==> src/rtl/i2c_arbiter_pkg.sv <==
// Shared types for the I2C requester arbiter: FSM states, latched command
// layout and read/write encoding.
package i2c_pkg;

  localparam logic RW_READ  = 1'b1;
  localparam logic RW_WRITE = 1'b0;

  typedef enum logic [2:0] {
    IDLE   = 3'd0,
    GRANT  = 3'd1,
    RUN    = 3'd2,
    FINISH = 3'd3,
    ABORT  = 3'd4
  } arb_state_e;

  typedef struct packed {
    logic [7:0] dev;
    logic [7:0] addr_h;
    logic [7:0] addr_l;
    logic       addr16;
    logic [7:0] len;
    logic       rw;
  } i2c_cmd_t;

endpackage

==> src/rtl/i2c_arbiter_if.sv <==
// Command/status bundle between the arbiter (master) and the shared I2C
// controller (slave).
interface i2c_arbiter_if;

  logic [7:0] i2c_device_addr;
  logic [7:0] i2c_word_addr_h;
  logic [7:0] i2c_word_addr_l;
  logic       i2c_num_word_addr;
  logic [7:0] i2c_num_data_w;
  logic [7:0] i2c_num_data_r;
  logic       i2c_wen;
  logic       i2c_ren;
  logic [7:0] i2c_wdata;
  logic       i2c_wvalid;
  logic       i2c_rvalid;
  logic       i2c_done;
  logic       i2c_error;
  logic [7:0] i2c_rdata;

  modport master (
    output i2c_device_addr, i2c_word_addr_h, i2c_word_addr_l, i2c_num_word_addr,
           i2c_num_data_w, i2c_num_data_r, i2c_wen, i2c_ren, i2c_wdata,
    input  i2c_wvalid, i2c_rvalid, i2c_done, i2c_error, i2c_rdata
  );

  modport slave (
    input  i2c_device_addr, i2c_word_addr_h, i2c_word_addr_l, i2c_num_word_addr,
           i2c_num_data_w, i2c_num_data_r, i2c_wen, i2c_ren, i2c_wdata,
    output i2c_wvalid, i2c_rvalid, i2c_done, i2c_error, i2c_rdata
  );

endinterface

==> src/rtl/i2c_arbiter_rr_select.sv <==
// Combinational round-robin picker: first set request at or after ptr,
// wrapping, as one-hot grant plus index.
module rr_select #(
  parameter int unsigned N = 4,
  localparam int unsigned IW = (N > 1) ? $clog2(N) : 1
) (
  input  logic [N-1:0]  req,
  input  logic [IW-1:0] ptr,
  output logic [N-1:0]  gnt,
  output logic [IW-1:0] idx,
  output logic          any
);

  always_comb begin
    int unsigned j;
    gnt = '0;
    idx = '0;
    any = 1'b0;
    j   = 0;
    for (int unsigned i = 0; i < N; i++) begin
      j = (32'(ptr) + i) % N;
      if (!any && req[j]) begin
        any    = 1'b1;
        gnt[j] = 1'b1;
        idx    = IW'(j);
      end
    end
  end

endmodule

==> src/rtl/i2c_arbiter.sv <==
// Round-robin sequencer sharing one I2C controller among NUM_REQ requesters,
// with a per-transaction watchdog.
module i2c_arbiter
  import i2c_pkg::*;
#(
  parameter int unsigned NUM_REQ        = 4,
  parameter int unsigned TIMEOUT_CYCLES = 2_000_000
) (
  input  logic                     clk,
  input  logic                     rst,
  input  logic [NUM_REQ-1:0]       req_valid,
  input  logic [NUM_REQ-1:0]       req_rw,
  input  logic [NUM_REQ-1:0][7:0]  req_dev,
  input  logic [NUM_REQ-1:0][15:0] req_addr,
  input  logic [NUM_REQ-1:0]       req_addr16,
  input  logic [NUM_REQ-1:0][7:0]  req_len,
  input  logic [NUM_REQ-1:0][7:0]  req_wdata,
  output logic [NUM_REQ-1:0]       req_grant,
  output logic [NUM_REQ-1:0]       req_wack,
  output logic [7:0]               req_rdata,
  output logic [NUM_REQ-1:0]       req_rvalid,
  output logic [NUM_REQ-1:0]       req_done,
  output logic [NUM_REQ-1:0]       req_error,
  i2c_arbiter_if.master            i2c
);

  localparam int unsigned IW   = $clog2(NUM_REQ);
  localparam int unsigned WD_W = (TIMEOUT_CYCLES > 0) ? $clog2(TIMEOUT_CYCLES + 1) : 1;

  arb_state_e         state_q, state_d;
  logic [IW-1:0]      owner_q, owner_d;
  logic [IW-1:0]      ptr_q, ptr_d;
  logic [NUM_REQ-1:0] grant_q, grant_d;
  i2c_cmd_t           cmd_q, cmd_d;
  logic [WD_W-1:0]    wd_q, wd_d;
  logic               err_q, err_d;
  logic [NUM_REQ-1:0] wack_q, wack_d;
  logic [NUM_REQ-1:0] rvalid_q, rvalid_d;
  logic [7:0]         rdata_q, rdata_d;

  logic [NUM_REQ-1:0] sel_gnt;
  logic [IW-1:0]      sel_idx;
  logic               sel_any;
  logic [WD_W:0]      wd_inc;
  logic               wd_expire;
  logic               run;

  rr_select #(.N(NUM_REQ)) u_rr_select (
    .req (req_valid),
    .ptr (ptr_q),
    .gnt (sel_gnt),
    .idx (sel_idx),
    .any (sel_any)
  );

  assign run = (state_q == RUN);

  // Expiry looks one count ahead so the enables are high for exactly
  // TIMEOUT_CYCLES cycles before ABORT.
  always_comb begin
    wd_inc    = {1'b0, wd_q} + 1'b1;
    wd_expire = (TIMEOUT_CYCLES != 0) && (wd_inc >= (WD_W + 1)'(TIMEOUT_CYCLES));
  end

  always_comb begin
    state_d  = state_q;
    owner_d  = owner_q;
    ptr_d    = ptr_q;
    grant_d  = grant_q;
    cmd_d    = cmd_q;
    wd_d     = wd_q;
    err_d    = err_q;
    wack_d   = (run && i2c.i2c_wvalid) ? grant_q : '0;
    rvalid_d = (run && i2c.i2c_rvalid) ? grant_q : '0;
    rdata_d  = (run && i2c.i2c_rvalid) ? i2c.i2c_rdata : rdata_q;
    unique case (state_q)
      IDLE: begin
        if (sel_any) begin
          grant_d = sel_gnt;
          owner_d = sel_idx;
          state_d = GRANT;
        end
      end
      GRANT: begin
        cmd_d.dev    = req_dev[owner_q];
        cmd_d.addr_h = req_addr[owner_q][15:8];
        cmd_d.addr_l = req_addr[owner_q][7:0];
        cmd_d.addr16 = req_addr16[owner_q];
        cmd_d.len    = req_len[owner_q];
        cmd_d.rw     = req_rw[owner_q];
        wd_d         = '0;
        state_d      = RUN;
      end
      RUN: begin
        wd_d = wd_inc[WD_W] ? wd_q : wd_inc[WD_W-1:0];
        if (i2c.i2c_done || i2c.i2c_error) begin
          err_d   = i2c.i2c_error;
          state_d = FINISH;
        end else if (wd_expire) begin
          state_d = ABORT;
        end
      end
      FINISH, ABORT: begin
        ptr_d   = (owner_q == IW'(NUM_REQ - 1)) ? '0 : owner_q + 1'b1;
        grant_d = '0;
        state_d = IDLE;
      end
      default: state_d = IDLE;
    endcase
  end

  always_ff @(posedge clk or posedge rst) begin
    if (rst) begin
      state_q  <= IDLE;
      owner_q  <= '0;
      ptr_q    <= '0;
      grant_q  <= '0;
      cmd_q    <= '0;
      wd_q     <= '0;
      err_q    <= 1'b0;
      wack_q   <= '0;
      rvalid_q <= '0;
      rdata_q  <= '0;
    end else begin
      state_q  <= state_d;
      owner_q  <= owner_d;
      ptr_q    <= ptr_d;
      grant_q  <= grant_d;
      cmd_q    <= cmd_d;
      wd_q     <= wd_d;
      err_q    <= err_d;
      wack_q   <= wack_d;
      rvalid_q <= rvalid_d;
      rdata_q  <= rdata_d;
    end
  end

  always_comb begin
    req_done  = '0;
    req_error = '0;
    if (state_q == FINISH) begin
      req_done  = grant_q;
      req_error = err_q ? grant_q : '0;
    end else if (state_q == ABORT) begin
      req_done  = grant_q;
      req_error = grant_q;
    end
  end

  assign req_grant  = grant_q;
  assign req_wack   = wack_q;
  assign req_rvalid = rvalid_q;
  assign req_rdata  = rdata_q;

  assign i2c.i2c_device_addr   = cmd_q.dev;
  assign i2c.i2c_word_addr_h   = cmd_q.addr_h;
  assign i2c.i2c_word_addr_l   = cmd_q.addr_l;
  assign i2c.i2c_num_word_addr = cmd_q.addr16;
  assign i2c.i2c_num_data_w    = (cmd_q.rw == RW_WRITE) ? cmd_q.len : '0;
  assign i2c.i2c_num_data_r    = (cmd_q.rw == RW_READ) ? cmd_q.len : '0;
  assign i2c.i2c_wen           = run && (cmd_q.rw == RW_WRITE);
  assign i2c.i2c_ren           = run && (cmd_q.rw == RW_READ);
  assign i2c.i2c_wdata         = run ? req_wdata[owner_q] : '0;

endmodule

==> src/flat_wrapper.sv <==
// flat-port wrapper written by rule: the top's interface ports become plain ports
module i2c_arbiter_flat import i2c_pkg::*;
#(
  parameter int unsigned NUM_REQ        = 4,
  parameter int unsigned TIMEOUT_CYCLES = 2_000_000
)
  (clk, rst, req_valid, req_rw, req_dev, req_addr, req_addr16, req_len, req_wdata, req_grant, req_wack, req_rdata, req_rvalid, req_done, req_error, i2c_i2c_device_addr, i2c_i2c_word_addr_h, i2c_i2c_word_addr_l, i2c_i2c_num_word_addr, i2c_i2c_num_data_w, i2c_i2c_num_data_r, i2c_i2c_wen, i2c_i2c_ren, i2c_i2c_wdata, i2c_i2c_wvalid, i2c_i2c_rvalid, i2c_i2c_done, i2c_i2c_error, i2c_i2c_rdata);
  i2c_arbiter_if i2c_i ();
  input  logic clk;
  input  logic rst;
  input  logic [NUM_REQ-1:0] req_valid;
  input  logic [NUM_REQ-1:0] req_rw;
  input  logic [NUM_REQ-1:0][7:0] req_dev;
  input  logic [NUM_REQ-1:0][15:0] req_addr;
  input  logic [NUM_REQ-1:0] req_addr16;
  input  logic [NUM_REQ-1:0][7:0] req_len;
  input  logic [NUM_REQ-1:0][7:0] req_wdata;
  output logic [NUM_REQ-1:0] req_grant;
  output logic [NUM_REQ-1:0] req_wack;
  output logic [7:0] req_rdata;
  output logic [NUM_REQ-1:0] req_rvalid;
  output logic [NUM_REQ-1:0] req_done;
  output logic [NUM_REQ-1:0] req_error;
  output wire logic [$bits(i2c_i.i2c_device_addr)-1:0] i2c_i2c_device_addr;
  output wire logic [$bits(i2c_i.i2c_word_addr_h)-1:0] i2c_i2c_word_addr_h;
  output wire logic [$bits(i2c_i.i2c_word_addr_l)-1:0] i2c_i2c_word_addr_l;
  output wire logic [$bits(i2c_i.i2c_num_word_addr)-1:0] i2c_i2c_num_word_addr;
  output wire logic [$bits(i2c_i.i2c_num_data_w)-1:0] i2c_i2c_num_data_w;
  output wire logic [$bits(i2c_i.i2c_num_data_r)-1:0] i2c_i2c_num_data_r;
  output wire logic [$bits(i2c_i.i2c_wen)-1:0] i2c_i2c_wen;
  output wire logic [$bits(i2c_i.i2c_ren)-1:0] i2c_i2c_ren;
  output wire logic [$bits(i2c_i.i2c_wdata)-1:0] i2c_i2c_wdata;
  input wire logic [$bits(i2c_i.i2c_wvalid)-1:0] i2c_i2c_wvalid;
  input wire logic [$bits(i2c_i.i2c_rvalid)-1:0] i2c_i2c_rvalid;
  input wire logic [$bits(i2c_i.i2c_done)-1:0] i2c_i2c_done;
  input wire logic [$bits(i2c_i.i2c_error)-1:0] i2c_i2c_error;
  input wire logic [$bits(i2c_i.i2c_rdata)-1:0] i2c_i2c_rdata;
  assign i2c_i2c_device_addr = i2c_i.i2c_device_addr;
  assign i2c_i2c_word_addr_h = i2c_i.i2c_word_addr_h;
  assign i2c_i2c_word_addr_l = i2c_i.i2c_word_addr_l;
  assign i2c_i2c_num_word_addr = i2c_i.i2c_num_word_addr;
  assign i2c_i2c_num_data_w = i2c_i.i2c_num_data_w;
  assign i2c_i2c_num_data_r = i2c_i.i2c_num_data_r;
  assign i2c_i2c_wen = i2c_i.i2c_wen;
  assign i2c_i2c_ren = i2c_i.i2c_ren;
  assign i2c_i2c_wdata = i2c_i.i2c_wdata;
  assign i2c_i.i2c_wvalid = i2c_i2c_wvalid;
  assign i2c_i.i2c_rvalid = i2c_i2c_rvalid;
  assign i2c_i.i2c_done = i2c_i2c_done;
  assign i2c_i.i2c_error = i2c_i2c_error;
  assign i2c_i.i2c_rdata = i2c_i2c_rdata;
  i2c_arbiter #(.NUM_REQ(NUM_REQ), .TIMEOUT_CYCLES(TIMEOUT_CYCLES)) u_core (.clk(clk), .rst(rst), .req_valid(req_valid), .req_rw(req_rw), .req_dev(req_dev), .req_addr(req_addr), .req_addr16(req_addr16), .req_len(req_len), .req_wdata(req_wdata), .req_grant(req_grant), .req_wack(req_wack), .req_rdata(req_rdata), .req_rvalid(req_rvalid), .req_done(req_done), .req_error(req_error), .i2c(i2c_i));
endmodule
==> config.mk <==
export PLATFORM = sky130hd
export DESIGN_NAME = i2c_arbiter_flat
export DESIGN_NICKNAME = d
export VERILOG_FILES = /design/src/rtl/i2c_arbiter_pkg.sv /design/src/rtl/i2c_arbiter_if.sv /design/src/rtl/i2c_arbiter_rr_select.sv /design/src/rtl/i2c_arbiter.sv /design/src/flat_wrapper.sv
export SDC_FILE = /design/constraint.sdc
export NUM_CORES = 1
export LEC_CHECK = 0
export ABC_AREA = 1
export CAP_MARGIN = 20
export CORE_MARGIN = 2
export CORE_UTILIZATION = 35
export CTS_CLUSTER_DIAMETER = 100
export DETAILED_ROUTE_END_ITERATION = 10
export PLACE_DENSITY_LB_ADDON = 0.25
export SLEW_MARGIN = 20
export SYNTH_ARGS = -nofsm -noshare
export SYNTH_HDL_FRONTEND = slang
export SYNTH_SLANG_ARGS = --single-unit
==> constraint.sdc <==
create_clock -name clk -period 6 [get_ports clk]
set_input_delay 1.5 -clock clk [delete_from_list [all_inputs] [get_ports clk]]
set_output_delay 1.5 -clock clk [all_outputs]
set_load 0.03 [all_outputs]
**Word level (Yosys, flattened, before mapping)**

Cells that the tools add are included.

- Input port bits: 186
- Bits in registers: 83
- Output and inout port bits: 79
- Logic and storage cells: 124

- Equality and inequality tests: 8
- $lt $le $gt $ge: 10
- Bitwise logic cells: 4
- Multiplexer cells: 58
- $add $sub $neg: 5
- Reductions and logical operators: 24

Operators by type and width:

| operator | number |
|---|---|
| binary-select mux 8 bit (select 2 bit) | 3 |
| two-way mux 8 bit | 6 |
| two-way mux 4 bit | 11 |
| case mux 21 bit (2 select lines) | 1 |
| binary-select mux 16 bit (select 2 bit) | 1 |
| adder 21 x 1 -> 22 bit, second input constant | 1 |
| greater-or-equal comparator 22 x 21 -> 1 bit, second input constant | 1 |
| two-way mux 21 bit | 1 |
| two-way mux 16 bit | 1 |
| < comparator 2 x 3 -> 1 bit, second input constant | 5 |
| two-way mux 1 bit | 14 |
| binary-select mux 1 bit (select 2 bit) | 6 |
| OR 4 bit | 3 |
| logical AND 1 bit | 11 |
| two-way mux 2 bit | 5 |
| AND reduction 2 bit | 5 |
| two-way mux 3 bit | 3 |
| case mux 3 bit (3 select lines) | 1 |
| demux 1 bit (select 2 bit) | 4 |
| greater-or-equal comparator 2 x 1 -> 1 bit, second input constant | 4 |
| case mux 4 bit (2 select lines) | 1 |
| == test 3 x 2 -> 1 bit, second input constant | 2 |
| adder 2 x 1 -> 2 bit, second input constant | 2 |
| adder 2 bit, second input constant | 2 |
| other kinds (12) | 15 |

**Depth between registers and ports, before layout**

- Depth after elaboration: 14
- Gate-level depth with buffers: 14

**Hierarchy**

From an unflattened synthesis, not the netlist that was laid out.

- Cell total of the unflattened synthesis: 837
- Area, all modules: 5,845.6 µm²

By module, submodules not included:

| module | area an instance (µm²) | cells each | times used |
|---|---|---|---|
| i2c_arbiter | 5,405.2 | 763 | 1 |
| rr_select | 440.4 | 74 | 1 |

**Least setup slack after synthesis**

No wires, ideal clock.

- Kind: input-to-output
- Start: input req_wdata[1] (netlist bit)
- End: output i2c_i2c_wdata[1]
- Arrival time: 2,194 ps
- Slack: 2,306 ps
- Data required time: 4,500 ps
- Cell stages on the path: 4
- Path through: nor2_1 > nor2_1 > o21ai_0 > a21oi_1

- Word-level cells in the longest chain between the ends: 3

Ends and longest elaborated chain:

| item | RTL line | RTL |
|---|---|---|
| from (decl) | flat_wrapper.sv:17 | `input logic [NUM_REQ-1:0][7:0] req_wdata;` |
| binary-select mux 8 bit (select 2 bit) | i2c_arbiter.sv:163 | `assign i2c.i2c_wdata = run ? req_wdata[owner_q] : '0;` |
| two-way mux 8 bit (not written as such) | i2c_arbiter.sv:163 |  |
| two-way mux 8 bit | i2c_arbiter.sv:163 |  |
| to (decl) | flat_wrapper.sv:32 | `output wire logic [$bits(i2c_i.i2c_wdata)-1:0] i2c_i2c_wdata;` |

Every way passes these cells. The select of a mux whose other input is x is not followed.

**Final worst setup path**

- Start: input req_wdata[4] (netlist bit)
- End: output i2c_i2c_wdata[4]

Same word-level chain as after synthesis.

==> metrics.cfg <==
[timing]
fmax_mhz=214.7
fin_tns_setup_ns=0
report.final.slew_viol_count=0
relSlewSlack_pct=44.98
final.setup.worst_slack_ns=1.343
hold_viol_final=0
rsz0062_at_grt=false
finalSetupViolations=0
worst_clock_skew_ns=0.009371
fin_crit_sh_pct=77.61
whs_ns=0.4752
tightestPinTransition_ns=0.8254
fin_crit_ns=4.657

[logic_synthesis]
synthFlopType=dfrtp_1
ys_warn_count=0
async_flop_share_pct=100.0
netlist_top_cells_area=dfrtp_1, nand2_1, o21ai_0, nor2_1, o22ai_1
synth-edff-count=0
synth_most_common_cell=nand2_1
synth_seq_cells=83
yosysTopAreaCell=dfrtp_1
seq_area_frac_synth_pct=37.40
syn_area_sq_mm=0.005554
synthXorXnorAreaFrac_pct=1.577
syn_area_per_cell_sq_um=6.815
syn-num-nets=1009
synth_fa_ha_area_share_pct=1.802
yosys-top-cells-count=nand2_1, nor2_1, o21ai_0
synth_cells=815
yosys.area_share.simple_pct=28.07
synth_cell_types=32
synth_top_area_share_pct=37.40
synth_top_family_by_area=simple AND/OR/NAND/NOR gates
synth-compound-area-share_pct=18.52
muxShareOfSynthArea_pct=1.622

[drt]
drt_first_iter_violations=312
wirelength_microns=18740
viasPerCell=4.818
antenna_left=0
vias=6037
route.detailed.drc=0
avgRoutedWirePerCell_microns=14.96
firstDrtPassIters=4

[placed_design]
place_area_sq_mm=0.008190
place_ws_ns=1.363
dpl.hpwl_microns=14020
gp_congestion=0.8408
port_buffers=264

[clock_network]
cts_inserted_buffers=9
post-cts-setup-buffers=0
cts_tree=yes
cts-root-buf=clkbuf_16
clock_path_buffers=2
ctsHoldBuffers=0
clk_latency_ns=0.34
cts_resized=0
htreeDepth=3
clk_pin_slew_ns=0.06
clock-sinks=83

[grt]
track_usage_pct=22.11
grt_pass1_wl_microns=29090
grt_overflow=0
grt_pass1_vias=5780
antenna_found_initial=1
grt_max_degree=88

[worst_setup_path]
start_kind=input pin
end_kind=output port
cp_data_required_time_ns=4.50
cp_max_fo=1
cp.arrival_ns=3.16
worstSetupPathType=input pin to output port

[floorplanning]
ios=265
die_area_sq_mm=0.01689
rows=46
die_height_microns=130.0
die_x_microns=130.0
core_sq_mm=0.01571
start_util_pct=35.35

[cells_and_area]
drive_gt1_share_pct=5.979
finalInstanceArea_sq_mm=0.008487
area_delta_synth_final_pct=52.80
nFillCells=1551
final_nets=1226
antennaDiodeCount=0

[power_and_ir_drop]
pwr_density_cell_mw_per_mm2=447.8
leakage_nw=3.578
ir_drop_mv=0.2348

[worst_hold_path]
worstHoldPathType=register to register

[outcome]
status=complete, no violations

[flow_run]
cap_violations=0

## layout by cell type, fill, tap and decap left out, types with 2 or more instances in the layout
| cell | count |
|---|---|
| clkbuf_16 | 9 |
| dfrtp_1 | 82 |
| xor2_1 | 9 |
| nor2_2 | 5 |
| inv_2 | 8 |
| nor3_1 | 7 |
| o21ai_0 | 119 |
| clkdlybuf4s50_1 | 264 |
| ha_1 | 8 |
| inv_1 | 64 |
| nor2_1 | 149 |
| nand2_2 | 8 |
| o21ai_1 | 9 |
| clkbuf_1 | 2 |
| nand2_1 | 170 |
| mux2_2 | 8 |
| nand3_1 | 27 |
| a21oi_1 | 14 |
| nand4_1 | 4 |
| nor3_2 | 3 |
| buf_4 | 7 |
| o22ai_1 | 42 |
| o21ai_2 | 2 |
| clkinvlp_4 | 2 |
## worst paths after layout
path                                            endpoint  slack [ns]  cells after the start                     startpoint
max in group asynchronous                u_core.wd_q[14]        3.52                      3                            rst
min in group asynchronous            u_core.req_rdata[6]        1.65                      2                            rst
min reg2reg                u_core.i2c.i2c_word_addr_h[4]        0.48                      2  u_core.i2c.i2c_word_addr_h[4]
min                        u_core.i2c.i2c_word_addr_h[4]        0.48                      2  u_core.i2c.i2c_word_addr_h[4]
max reg2reg                               u_core.wd_q[4]        3.82                      6              u_core.state_q[2]
max                                     i2c_i2c_wdata[4]        1.34                      6                   req_wdata[4]
## kinds of logic after synthesis
group | Yosys count
and+or+nand+nor | 378
AOI/OAI and AO/OA | 190
buffers and inverters | 138
DFF | 83
xor gates and xnor gates | 10
muxes | 8
adders and majority gates | 8
## worst max-delay path: stages
cell and delay, ns:
clkdlybuf4s50_1 0.45, nor2_1 0.04, nor2_1 0.11, o21ai_0 0.10, a21oi_1 0.23, clkdlybuf4s50_1 0.73
## metal layers
metal  part of all wire (%)  routed length [microns]  global-route usage (%)  vias up
li1                       -                        -                       -     3056
met1                     43                     8007                   26.89     2751
met2                     47                     8819                   37.33      203
met3                    8.1                     1509                   7.626       25
met4                    2.1                      388                   6.199        2
met5                  0.080                       15                       0        -
## sequential cells by signal, indices dropped and copies added (netlist names)
signal                        cells
u_core.err_q                      1
u_core.state_q                    3
u_core.owner_q                    2
u_core.i2c.i2c_word_addr_l        8
u_core.i2c.i2c_num_word_addr      1
u_core.i2c.i2c_word_addr_h        8
u_core.req_grant                  4
u_core.cmd_q                      9
u_core.wd_q                      21
u_core.req_wack                   4
u_core.req_rdata                  8
u_core.i2c.i2c_device_addr        8
u_core.ptr_q                      2
u_core.req_rvalid                 4
## area by class of cell
type	instances	area, sq um	area share [%]
Multi-Input combinational cell	594	2872	33.83
Timing Repair Buffer	271	2695	31.76
Sequential cell	83	2078	24.49
Inverter	73	276.5	3.258
Tap cell	216	270.3	3.184
Clock buffer	11	232.7	2.742
Clock inverter	5	62.56	0.7371
## stage by stage
stage	std cells	total power, mW	utilization (%)
2_1_floorplan	815	2.495	-
3_3_place_gp	1237	3.248	52.13
3_5_place_dp	1237	3.264	52.13
4_1_cts	1253	3.836	54.01
5_1_grt	1253	4.102	54.01
6_report	1253	3.800	54.01
## where the power goes
part | switching, mW | internal (mW) | leakage (nW) | total (mW)
clock network | 0.235 | 0.325 | 0.136 | 0.560
logic | 1.49 | 0.864 | 2.37 | 2.36
registers | 0.135 | 0.750 | 1.07 | 0.885
total | 1.86 | 1.94 | 3.58 | 3.80
No activity file was read; power rests on OpenSTA's default activity.
==> variant (config.mk and constraints unchanged) <==
Put a register stage on the output `req_error`, cleared by the reset. The value now appears one clock later. The other outputs are not delayed to match.
--- a/src/rtl/i2c_arbiter.sv
+++ b/src/rtl/i2c_arbiter.sv
@@ -26,6 +26,8 @@
 
   localparam int unsigned IW   = $clog2(NUM_REQ);
   localparam int unsigned WD_W = (TIMEOUT_CYCLES > 0) ? $clog2(TIMEOUT_CYCLES + 1) : 1;
+
+  logic [NUM_REQ-1:0] req_error_d;
 
   arb_state_e         state_q, state_d;
   logic [IW-1:0]      owner_q, owner_d;
@@ -137,13 +139,13 @@
 
   always_comb begin
     req_done  = '0;
-    req_error = '0;
+    req_error_d = '0;
     if (state_q == FINISH) begin
       req_done  = grant_q;
-      req_error = err_q ? grant_q : '0;
+      req_error_d = err_q ? grant_q : '0;
     end else if (state_q == ABORT) begin
       req_done  = grant_q;
-      req_error = grant_q;
+      req_error_d = grant_q;
     end
   end
 
@@ -162,5 +164,13 @@
   assign i2c.i2c_ren           = run && (cmd_q.rw == RW_READ);
   assign i2c.i2c_wdata         = run ? req_wdata[owner_q] : '0;
 
+  always_ff @(posedge clk or posedge rst) begin
+    if (rst) begin
+      req_error <= '0;
+    end else begin
+      req_error <= req_error_d;
+    end
+  end
+
 endmodule
 
Check against the original RTL: not equivalent (a bounded check fails within 4 cycles, from zero or initial values and one cycle with rst high).
==> variant against the original RTL <==
Final cell count increased by 0.32%. Setup slack worse by 0.086 ns. Sequential cell count up 4. Routed wire length rose by 5.6%. Total power is 1.2% higher. Hold slack improved by 0.0040 ns. Synthesized area up 3.0%. Design area up 2.2%. Core utilization increased by 0.38 points. Largest power group unchanged.
==> variant: results (changes against the original RTL) <==
| Metric | Value |
|---|---|
| CTS max path bufs | 2 (unchanged) |
| Post-CTS Setup Bufs | 0 (unchanged) |
| Slew at the pin closest to its max-slew limit | 0.908 ns (+0.0828 ns) |
| HP Class | reg2reg |
| Biggest regs | u_core.wd_q (21), u_core.cmd_q (9) |
| Num CTS Buffers | 9 (unchanged) |
| Critical Path Max Stage Delay | 0.74 ns |
| Reg2Reg Setup Slack | 3.74 ns (-0.08 ns) |
| Synth top area cells | dfrtp_1 (38%), nand2_1 (12%), o21ai_0 (9.8%), nor2_1 (9.6%), o22ai_1 (4.7%) |
| Port-buffer cells | 264 (unchanged) |
| DP Area | 8360 um^2 (+2.1%) |
| Layout Utilization | 54.4% (+0.38 points) |
| Post-CTS Resized | 0 (unchanged) |
| Initial antenna violation count | 0 (-1) |
| Run status | completed |
| Clock-pin slew on the worst setup and hold paths | 0.06 ns (about the same) |
| First-pass GRT wire length | 31500 um (+8.2%) |
| Filler cells | 1554 (+0.19%) |
| Hold_ws | 0.479 ns (+0.00402 ns) |
| Clock Skew | 0.00760 ns (-0.00177 ns) |
| Antenna cells | 0 (unchanged) |
| CTS H-tree lvls | 3 (unchanged) |
| Syn Nets | 1010 (+0.099%) |
| Post-synthesis sequential area ratio | 38.0% (+0.65 points) |
| Vias/cell | 4.88 (+1.3%) |
| Total GRT Usage | 22.7% (+0.63 points) |
| Routed WL | 19800 um (+5.6%) |
| Warnings from Yosys | 0 (unchanged) |
| Initial DRT Pass Iterations | 5 (+1) |
| Distinct cell type count after synthesis | 37 (+16%) |
| GP Congestion | 0.850 (+1.1%) |
| Largest Register | u_core.wd_q |
| CP Max Fanout | 1 (unchanged) |
| Nets@finish | 1230 (+0.33%) |
| Vias in the first global route | 5975 (+3.4%) |
| Share of cells above drive strength 1 | 6.92% (+0.94 points) |
| Commonest cells in the netlist | nand2_1 (179), nor2_1 (146), o21ai_0 (112) |
| Vias | 6136 (+1.6%) |
| HPWL Detailed | 14700 um (+4.5%) |
| Pin count of the biggest net entering global routing | 48 (-45%) |
| VDD IR max | 303 uV (+29%) |
| Clock Latency Late Sink | around 0.35 ns |
| Critical-path cell with the highest stage delay | clkdlybuf4s50_1 |
| Root buffer cell | clkbuf_16 |
| Pleak | 3.72 nW (+4.1%) |
| Post-synthesis average cell area | 7.01 um^2 (+2.9%) |
| Share of flip-flops with an asynchronous set or reset | 100% (unchanged) |
| Primary FF master, synth | dfrtp_1 |
| Starting DRT DRC Count | 336 (+7.7%) |
| CP arrival | 3.24 ns (+0.08 ns) |
## variant: logic make-up (layout without fill, tap and decap cells)
kind of cell	after synthesis	after routing	synth area share, %
muxes	8	8	1.57
buffers and inverters	128	353	10.3
adders and majority gates	8	8	1.75
AOI/OAI and AO/OA	186	186	18.0
and+or+nand+nor	393	393	29.5
DFF	87	87	38.0
xor gates and xnor gates	6	6	0.918
## variant: area by class of cell
| class | instances | share of cell area (%) |
|---|---|---|
| multi-input cells | 601 | 34.2 |
| repair buffers | 272 | 31.2 |
| flip-flops and latches | 87 | 25.1 |
| well taps | 216 | 3.12 |
| clock buffers | 12 | 2.96 |
| inverters | 65 | 2.83 |
| clock inverters | 4 | 0.635 |
## variant: where the power goes
part,switching (W),internal (W)
clock network,0.000238,0.000347
logic,0.00149,0.000862
registers,0.000135,0.000778
## variant: critical path: cells and delay by family
kind | cells | cell delay (ns)
buf+inv | 2 | 1.19
compound gates | 2 | 0.42
simple gates | 2 | 0.13
## variant: worst paths after layout
path | from | to | cells after the start
worst min register to register | u_core.i2c.i2c_word_addr_h[2] | u_core.i2c.i2c_word_addr_h[2] | 2
worst max-delay path | req_wdata[7] | i2c_i2c_wdata[7] | 6
max in group asynchronous | rst | u_core.owner_q[0] | 3
worst min-delay path | u_core.i2c.i2c_word_addr_h[2] | u_core.i2c.i2c_word_addr_h[2] | 2
worst max register to register | u_core.ptr_q[0] | u_core.req_grant[0] | 13
min in group asynchronous | rst | u_core.cmd_q[2] | 2
## variant: per-stage QoR
stage,power (W),worst slack (ns)
floorplan,0.00252,2.25
global placement,0.00328,1.20
detailed placement,0.00329,1.22
CTS,0.00389,1.22
global route,0.00414,1.09
finish,0.00385,1.26
## variant: routing by layer
layer	part of all wire, %	vias to the layer above	global-route usage (%)
met5	0	-	0
met4	0.92	0	6.40
met3	8.6	12	7.77
met2	49	192	39.8
met1	41	2841	26.4
li1	-	3091	-
